===== src/rtl/pc_seq_if.sv =====
// Bundles the control-unit, ALU-flag and instruction-address signals
// of the program-counter sequencer into one interface.
interface pc_seq_if #(
    parameter int WIDTH = 32
);
    logic              pc_write;
    logic [2:0]        pc_sel;
    logic [1:0]        br_cond;
    logic              igual;
    logic              maior;
    logic [15:0]       imm;
    logic [25:0]       target;
    logic [WIDTH-1:0]  reg_target;
    logic              exc_req;
    logic [1:0]        exc_code;
    logic [WIDTH-1:0]  pc;
    logic [WIDTH-1:0]  pc_plus4;
    logic [WIDTH-1:0]  epc;
    logic              exc_busy;
    logic              exc_ack;

    // Control side: drives the request/select inputs, observes the PC state
    modport master (
        output pc_write, pc_sel, br_cond, igual, maior, imm, target,
               reg_target, exc_req, exc_code,
        input  pc, pc_plus4, epc, exc_busy, exc_ack
    );

    // Sequencer side
    modport slave (
        input  pc_write, pc_sel, br_cond, igual, maior, imm, target,
               reg_target, exc_req, exc_code,
        output pc, pc_plus4, epc, exc_busy, exc_ack
    );
endinterface


===== src/rtl/pc_seq.sv =====
// Program-counter sequencer for the multicycle MIPS datapath: holds the PC
// and EPC, computes all next-PC modes and runs the exception entry sequence
// (save EPC, then load the vector) including misaligned jr detection.
module pc_seq #(
    parameter int               WIDTH        = 32,
    parameter logic [WIDTH-1:0] RESET_VECTOR = '0,
    parameter logic [WIDTH-1:0] EXC_BASE     = 'h0000_00F0
) (
    input  logic     clk,
    input  logic     reset,
    pc_seq_if.slave  bus
);
    typedef enum logic [1:0] {
        RUN      = 2'd0,
        EXC_SAVE = 2'd1,
        EXC_VEC  = 2'd2
    } state_t;

    localparam logic [2:0] SEL_SEQ    = 3'b000;
    localparam logic [2:0] SEL_BRANCH = 3'b001;
    localparam logic [2:0] SEL_JUMP   = 3'b010;
    localparam logic [2:0] SEL_JR     = 3'b011;
    localparam logic [2:0] SEL_RTE    = 3'b100;
    localparam logic [1:0] CODE_ALIGN = 2'd3;

    state_t           state_reg, state_next;
    logic [WIDTH-1:0] pc_reg, pc_next;
    logic [WIDTH-1:0] epc_reg, epc_next;
    logic [1:0]       code_reg, code_next;
    logic             ack_reg, ack_next;

    logic [WIDTH-1:0] pc_plus4;
    logic [WIDTH-1:0] br_offset;
    logic [WIDTH-1:0] br_target;
    logic [WIDTH-1:0] jump_target;
    logic [WIDTH-1:0] vector;
    logic [WIDTH-1:0] target_pc;
    logic             br_taken;
    logic             jr_misaligned;

    assign pc_plus4 = pc_reg + {{(WIDTH-3){1'b0}}, 3'd4};

    // Branch offset: imm is a signed word count, so shift left by two and
    // sign-extend from imm[15] above bit 17.
    generate
        for (genvar gi = 0; gi < WIDTH; gi++) begin : g_br_offset
            if (gi < 2) begin : g_zero
                assign br_offset[gi] = 1'b0;
            end else if (gi < 18) begin : g_imm
                assign br_offset[gi] = bus.imm[gi-2];
            end else begin : g_sign
                assign br_offset[gi] = bus.imm[15];
            end
        end
    endgenerate

    assign br_target   = pc_plus4 + br_offset;
    // Jump keeps the region bits of the already-incremented PC
    assign jump_target = {pc_plus4[WIDTH-1:28], bus.target, 2'b00};
    assign vector      = EXC_BASE + {{(WIDTH-4){1'b0}}, code_reg, 2'b00};

    assign jr_misaligned = bus.pc_write && (bus.pc_sel == SEL_JR) &&
                           (bus.reg_target[1:0] != 2'b00);

    // Branch condition decode from the ALU flags
    always_comb begin
        br_taken = 1'b0;
        case (bus.br_cond)
            2'b00:   br_taken = bus.igual;
            2'b01:   br_taken = !bus.igual;
            2'b10:   br_taken = bus.maior;
            default: br_taken = !bus.maior;
        endcase
    end

    // Next-PC selection; unused select codes fall back to sequential
    always_comb begin
        target_pc = pc_plus4;
        case (bus.pc_sel)
            SEL_SEQ:    target_pc = pc_plus4;
            SEL_BRANCH: target_pc = br_taken ? br_target : pc_plus4;
            SEL_JUMP:   target_pc = jump_target;
            SEL_JR:     target_pc = bus.reg_target;
            SEL_RTE:    target_pc = epc_reg;
            default:    target_pc = pc_plus4;
        endcase
    end

    // Exception state machine and register next values; an exception request
    // beats a simultaneous pc_write so EPC captures the faulting PC.
    always_comb begin
        state_next = state_reg;
        pc_next    = pc_reg;
        epc_next   = epc_reg;
        code_next  = code_reg;
        ack_next   = 1'b0;
        case (state_reg)
            RUN: begin
                if (bus.exc_req) begin
                    code_next  = bus.exc_code;
                    state_next = EXC_SAVE;
                end else if (jr_misaligned) begin
                    code_next  = CODE_ALIGN;
                    state_next = EXC_SAVE;
                end else if (bus.pc_write) begin
                    pc_next = target_pc;
                end
            end
            EXC_SAVE: begin
                epc_next   = pc_reg;
                state_next = EXC_VEC;
            end
            EXC_VEC: begin
                pc_next    = vector;
                ack_next   = 1'b1;
                state_next = RUN;
            end
            default: begin
                state_next = RUN;
            end
        endcase
    end

    // State and datapath registers; reset also discards any pending exception
    always_ff @(posedge clk) begin
        if (reset) begin
            state_reg <= RUN;
            pc_reg    <= RESET_VECTOR;
            epc_reg   <= '0;
            code_reg  <= 2'd0;
            ack_reg   <= 1'b0;
        end else begin
            state_reg <= state_next;
            pc_reg    <= pc_next;
            epc_reg   <= epc_next;
            code_reg  <= code_next;
            ack_reg   <= ack_next;
        end
    end

    assign bus.pc       = pc_reg;
    assign bus.pc_plus4 = pc_plus4;
    assign bus.epc      = epc_reg;
    assign bus.exc_busy = (state_reg != RUN);
    assign bus.exc_ack  = ack_reg;
endmodule

===== src/flat_wrapper.sv =====
// flat-port wrapper written by rule: the top's interface ports become plain ports
module pc_seq_flat 
#(
    parameter int               WIDTH        = 32,
    parameter logic [WIDTH-1:0] RESET_VECTOR = '0,
    parameter logic [WIDTH-1:0] EXC_BASE     = 'h0000_00F0
)
  (clk, reset, bus_pc_write, bus_pc_sel, bus_br_cond, bus_igual, bus_maior, bus_imm, bus_target, bus_reg_target, bus_exc_req, bus_exc_code, bus_pc, bus_pc_plus4, bus_epc, bus_exc_busy, bus_exc_ack);
  pc_seq_if #(.WIDTH(WIDTH)) bus_i ();
  input  logic clk;
  input  logic reset;
  input wire logic [$bits(bus_i.pc_write)-1:0] bus_pc_write;
  input wire logic [$bits(bus_i.pc_sel)-1:0] bus_pc_sel;
  input wire logic [$bits(bus_i.br_cond)-1:0] bus_br_cond;
  input wire logic [$bits(bus_i.igual)-1:0] bus_igual;
  input wire logic [$bits(bus_i.maior)-1:0] bus_maior;
  input wire logic [$bits(bus_i.imm)-1:0] bus_imm;
  input wire logic [$bits(bus_i.target)-1:0] bus_target;
  input wire logic [$bits(bus_i.reg_target)-1:0] bus_reg_target;
  input wire logic [$bits(bus_i.exc_req)-1:0] bus_exc_req;
  input wire logic [$bits(bus_i.exc_code)-1:0] bus_exc_code;
  output wire logic [$bits(bus_i.pc)-1:0] bus_pc;
  output wire logic [$bits(bus_i.pc_plus4)-1:0] bus_pc_plus4;
  output wire logic [$bits(bus_i.epc)-1:0] bus_epc;
  output wire logic [$bits(bus_i.exc_busy)-1:0] bus_exc_busy;
  output wire logic [$bits(bus_i.exc_ack)-1:0] bus_exc_ack;
  assign bus_i.pc_write = bus_pc_write;
  assign bus_i.pc_sel = bus_pc_sel;
  assign bus_i.br_cond = bus_br_cond;
  assign bus_i.igual = bus_igual;
  assign bus_i.maior = bus_maior;
  assign bus_i.imm = bus_imm;
  assign bus_i.target = bus_target;
  assign bus_i.reg_target = bus_reg_target;
  assign bus_i.exc_req = bus_exc_req;
  assign bus_i.exc_code = bus_exc_code;
  assign bus_pc = bus_i.pc;
  assign bus_pc_plus4 = bus_i.pc_plus4;
  assign bus_epc = bus_i.epc;
  assign bus_exc_busy = bus_i.exc_busy;
  assign bus_exc_ack = bus_i.exc_ack;
  pc_seq #(.WIDTH(WIDTH), .RESET_VECTOR(RESET_VECTOR), .EXC_BASE(EXC_BASE)) u_core (.clk(clk), .reset(reset), .bus(bus_i));
endmodule

===== config.mk =====
export PLATFORM = sky130hd
export DESIGN_NAME = pc_seq_flat
export DESIGN_NICKNAME = d
export VERILOG_FILES = /design/src/rtl/pc_seq_if.sv /design/src/rtl/pc_seq.sv /design/src/flat_wrapper.sv
export SDC_FILE = /design/constraint.sdc
export NUM_CORES = 1
export LEC_CHECK = 0
export BUFFER_PORTS_ARGS = -buffer_cell sky130_fd_sc_hd__buf_2
export CAP_MARGIN = 20
export CORE_ASPECT_RATIO = 0.6
export CORE_MARGIN = 10
export CORE_UTILIZATION = 25
export CTS_CLUSTER_DIAMETER = 100
export CTS_CLUSTER_SIZE = 12
export DETAILED_ROUTE_END_ITERATION = 10
export PLACE_DENSITY_LB_ADDON = 0.25
export SLEW_MARGIN = 20
export SYNTH_ARGS = -nofsm -noshare
export SYNTH_HDL_FRONTEND = slang
export SYNTH_SLANG_ARGS = --single-unit

===== constraint.sdc =====
create_clock -name clk -period 9.5 [get_ports clk]
set_input_delay 0.475 -clock clk [delete_from_list [all_inputs] [get_ports clk]]
set_output_delay 0.475 -clock clk [all_outputs]
set_load 0.1 [all_outputs]

==> summary.md <==
| Metric | Value |
|---|---|
| Cell Int Power | `0.000626 W` |
| Clk_lat worst skew | `0.35 ns` |
| Fillers | `2580` |
| Final worst path period share | `0.516` |
| Drt pass-1 iters | `5` |
| Synth Area per Inst | `7.18 sq um` |
| WP depth | `14` |
| Mapped cell area | `0.00596 sq mm` |
| Grt ovf | `0` |
| Vias | `6947` |
| CP peak stage delay | `0.58 ns` |
| Min-Delay Path Depth | `3` |
| Yosys cell types | `67` |
| Routed Antenna Nets | `0` |
| Layout area overhead | `25.1%` |
| Area contributors post-synth | `dfxtp_1 23%, nand2_1 8.2%, a21oi_1 7.9%` |
| Pleak | `3.29 nW` |
| Most frequent cells in the layout | `184 x buf_2, 130 x nand2_1, 94 x a21oi_1` |
| Critical path buffer and inverter count | `0` |
| Clock sinks | `69` |
| WHS Endpoint | `u_core.code_reg[1]` |
| Critical hold path startpoint | `bus_exc_code[1]` |
| Number of buffers created by CTS | `9` |
| Critical path arrival | `5.10 ns` |
| Crit. Startpoint | `u_core.bus.pc[2]` |
| Asr flop ratio synth | `0` |
| FF-to-FF End | `u_core.bus.pc[29]` |
| Cts-stage hold buffer count | `0` |
| Yosys top cell by area | `dfxtp_1` |
| Total core area | `0.0233 sq mm` |
| Endpoints failing setup | `0` |
| DRT iter0 DRCs | `785` |
| R2r worst-path depth | `14` |
| Commonest non-fill, non-tap cell in the layout | `buf_2` |
| Critical Path RT | `9.70 ns` |
| Net count of the finished layout | `1110` |
| Global Route Usage Sum | `0.185` |
| Via density | `5.32` |
| Crit Path Class | `flop to flop` |
| # IOs | `185` |
| Seq pwr share | `0.301` |
| Number of buffers added on ports | `184` |
| Pre-CTS WS | `4.75 ns` |
| Clk buf depth | `2` |
| Post-synth EDFFs | `0` |
| Worst path top cell family by delay | `compound AO/OA/AOI/OAI gates` |
| Crit Path Max Fanout | `9` |
| Slew HR | `0.388` |
| Critical path launch point type | `flop` |
| Sequential area share after synthesis | `0.232` |
| Max Cap Violations | `0` |
| Final hold vios | `0` |
| Final Slew Violations | `0` |
| Worst Clk Skew | `0.00646 ns` |
| Synth Flop Type | `dfxtp_1` |
| Initial Utilization | `0.256` |
| CP endpoint kind | `flop` |
| Die area | `0.0306 sq mm` |
| Final Critical Period | `4.90 ns` |
| Site Rows | `43` |
| Clk slew on worst S/H paths | `0.06 ns` |
| Layout cells sized above 1 | `0.233` |
| Largest net degree at the start of global routing | `56` |
| Sw Ratio | `0.404` |
| Peak supply drop | `0.0000702 V` |
| Vias in the first global route | `6545` |
| Root Buffer | `clkbuf_16` |
| Worst min path class | `input pin to flop` |
| FF-to-FF Start | `u_core.bus.pc[2]` |
| Slowest cell on crit path | `xnor2_1` |
| Clock Power Share | `0.358` |
| Slew @ Worst Pin | `0.917 ns` |
| Post_cts resized | `0` |
| Flop2flop setup slack | `4.60 ns` |
| FF+latch count, synth | `69` |
| YS warnings | `0` |
| Yosys top cell area share | `0.232` |
| Gate Count Post-Synth | `830` |
| Placer Congestion | `0.905` |
| Final Worst Setup Slack | `4.60 ns` |
| Status | `finished, final reports clean` |
| Combinational Power Share | `0.341` |
| Post-DP HPWL | `23200 microns` |
| WL/cell | `22.4 microns` |
| DRC errors left | `0` |
| Fmax | `0.204 GHz` |
| Die Y-Extent | `140 microns` |
| CTS tree | `done` |
| Net count after synthesis | `954` |
| RSZ-0062 raised after global routing | `false` |
| Cell-by-cell trace of the critical path | `ha_1 -> nand2_1 -> nor2_4 -> nand4_1 -> xnor2_1 -> ha_1 -> a21oi_1 -> o21ai_0 -> a2111oi_0 -> o311ai_0 -> a31oi_1 -> o31ai_1 -> o31ai_1 -> a311oi_1` |
| Die W | `219 microns` |
| Final TNS setup | `0 ns` |
| Antenna violations before repair | `1` |
| Final wirelength | `29200 microns` |
| First-pass GRT wire length | `43300 microns` |
| Pwr Density | `141 mW/mm^2` |
| # H-tree levels | `3` |
| Setup Fix Bufs, Post-CTS | `0` |
| Switching power total | `0.000424 W` |
-- worst max-delay path by stage --
stage	endpoint	slack, ns
floorplan	u_core.bus.pc[28]	3.66
global placement	u_core.bus.pc[29]	4.73
detailed placement	u_core.bus.pc[29]	4.75
CTS	u_core.bus.pc[29]	4.73
global route	u_core.bus.pc[29]	4.30
finish	u_core.bus.pc[29]	4.60
-- logic make-up (layout without fill, tap and decap cells) --
group,count (synthesis),after routing,synth area share
other,0,1,0
DFF,69,69,0.232
muxes,4,4,0.00671
buffers and inverters,71,232,0.0493
adders and majority gates,37,37,0.0789
and+or+nand+nor,315,315,0.248
AOI/OAI and AO/OA,278,278,0.300
xor gates and xnor gates,56,56,0.0854
-- cell type report --
cell class                 instances  area [sq um]  share of cell area
timing repair buffer             191           973               0.130
inverter                          25          93.8              0.0126
clock buffer                      10           239              0.0320
sequential                        69          1380               0.185
antenna                            1          2.50            0.000335
multi-input combinational        690          4290               0.575
tap                              315           394              0.0528
clock inverter                     6          86.3              0.0116
-- worst register-to-register path, stage by stage, from the launching register on --
cell       delay, ns
dfxtp_1         0.57
ha_1            0.41
nand2_1         0.17
nor2_4          0.20
nand4_1         0.14
xnor2_1         0.58
ha_1            0.43
a21oi_1         0.28
o21ai_0         0.20
a2111oi_0       0.43
o311ai_0        0.30
a31oi_1         0.49
o31ai_1         0.15
o31ai_1         0.27
a311oi_1        0.13
-- cell usage after synthesis (all sizes together) (7+ instances only) --
cell type / count
nand3: 12
nor3: 21
xnor2: 34
dfxtp: 69
nand4: 11
clkbuf: 33
nand2b: 11
o22ai: 8
o211ai: 7
a21oi: 95
nand2: 130
xor2: 22
a22oi: 16
buf: 13
a221oi: 13
nor2b: 17
o21ai: 58
a21o: 12
a211oi: 13
a221o: 9
ha: 36
nor2: 94
inv: 25
-- layer usage --
metal / GRT usage / vias to the layer above / part of all wire
li1: - / 3308 / -
met1: 0.279 / 3278 / 0.49
met2: 0.250 / 341 / 0.39
met3: 0.0500 / 20 / 0.11
met4: 0.0376 / 0 / 0.010
met5: 0 / - / 0
-- per-stage QoR --
stage          hold WS, ns  total power, W  utilization  area [sq um]  cells
3_3_place_gp         0.459        0.000676        0.306          7130   1290
6_report             0.404         0.00105        0.320          7460   1307
3_5_place_dp         0.467        0.000675        0.306          7130   1290
2_1_floorplan        0.472        0.000572            -          5960    830
4_1_cts              0.398         0.00105        0.320          7460   1306
5_1_grt              0.413         0.00109        0.320          7460   1307
-- power by group through the flow --
stage          Combinational (W)  Sequential [W]  Clock, W
4_1_cts                 0.000354        0.000316  0.000383
3_5_place_dp            0.000353        0.000322         0
3_3_place_gp            0.000355        0.000322         0
6_report                0.000358        0.000316  0.000376
5_1_grt                 0.000379        0.000318  0.000394
2_1_floorplan           0.000200        0.000372         0
Note: power is estimated with default switching activity, not from simulation.
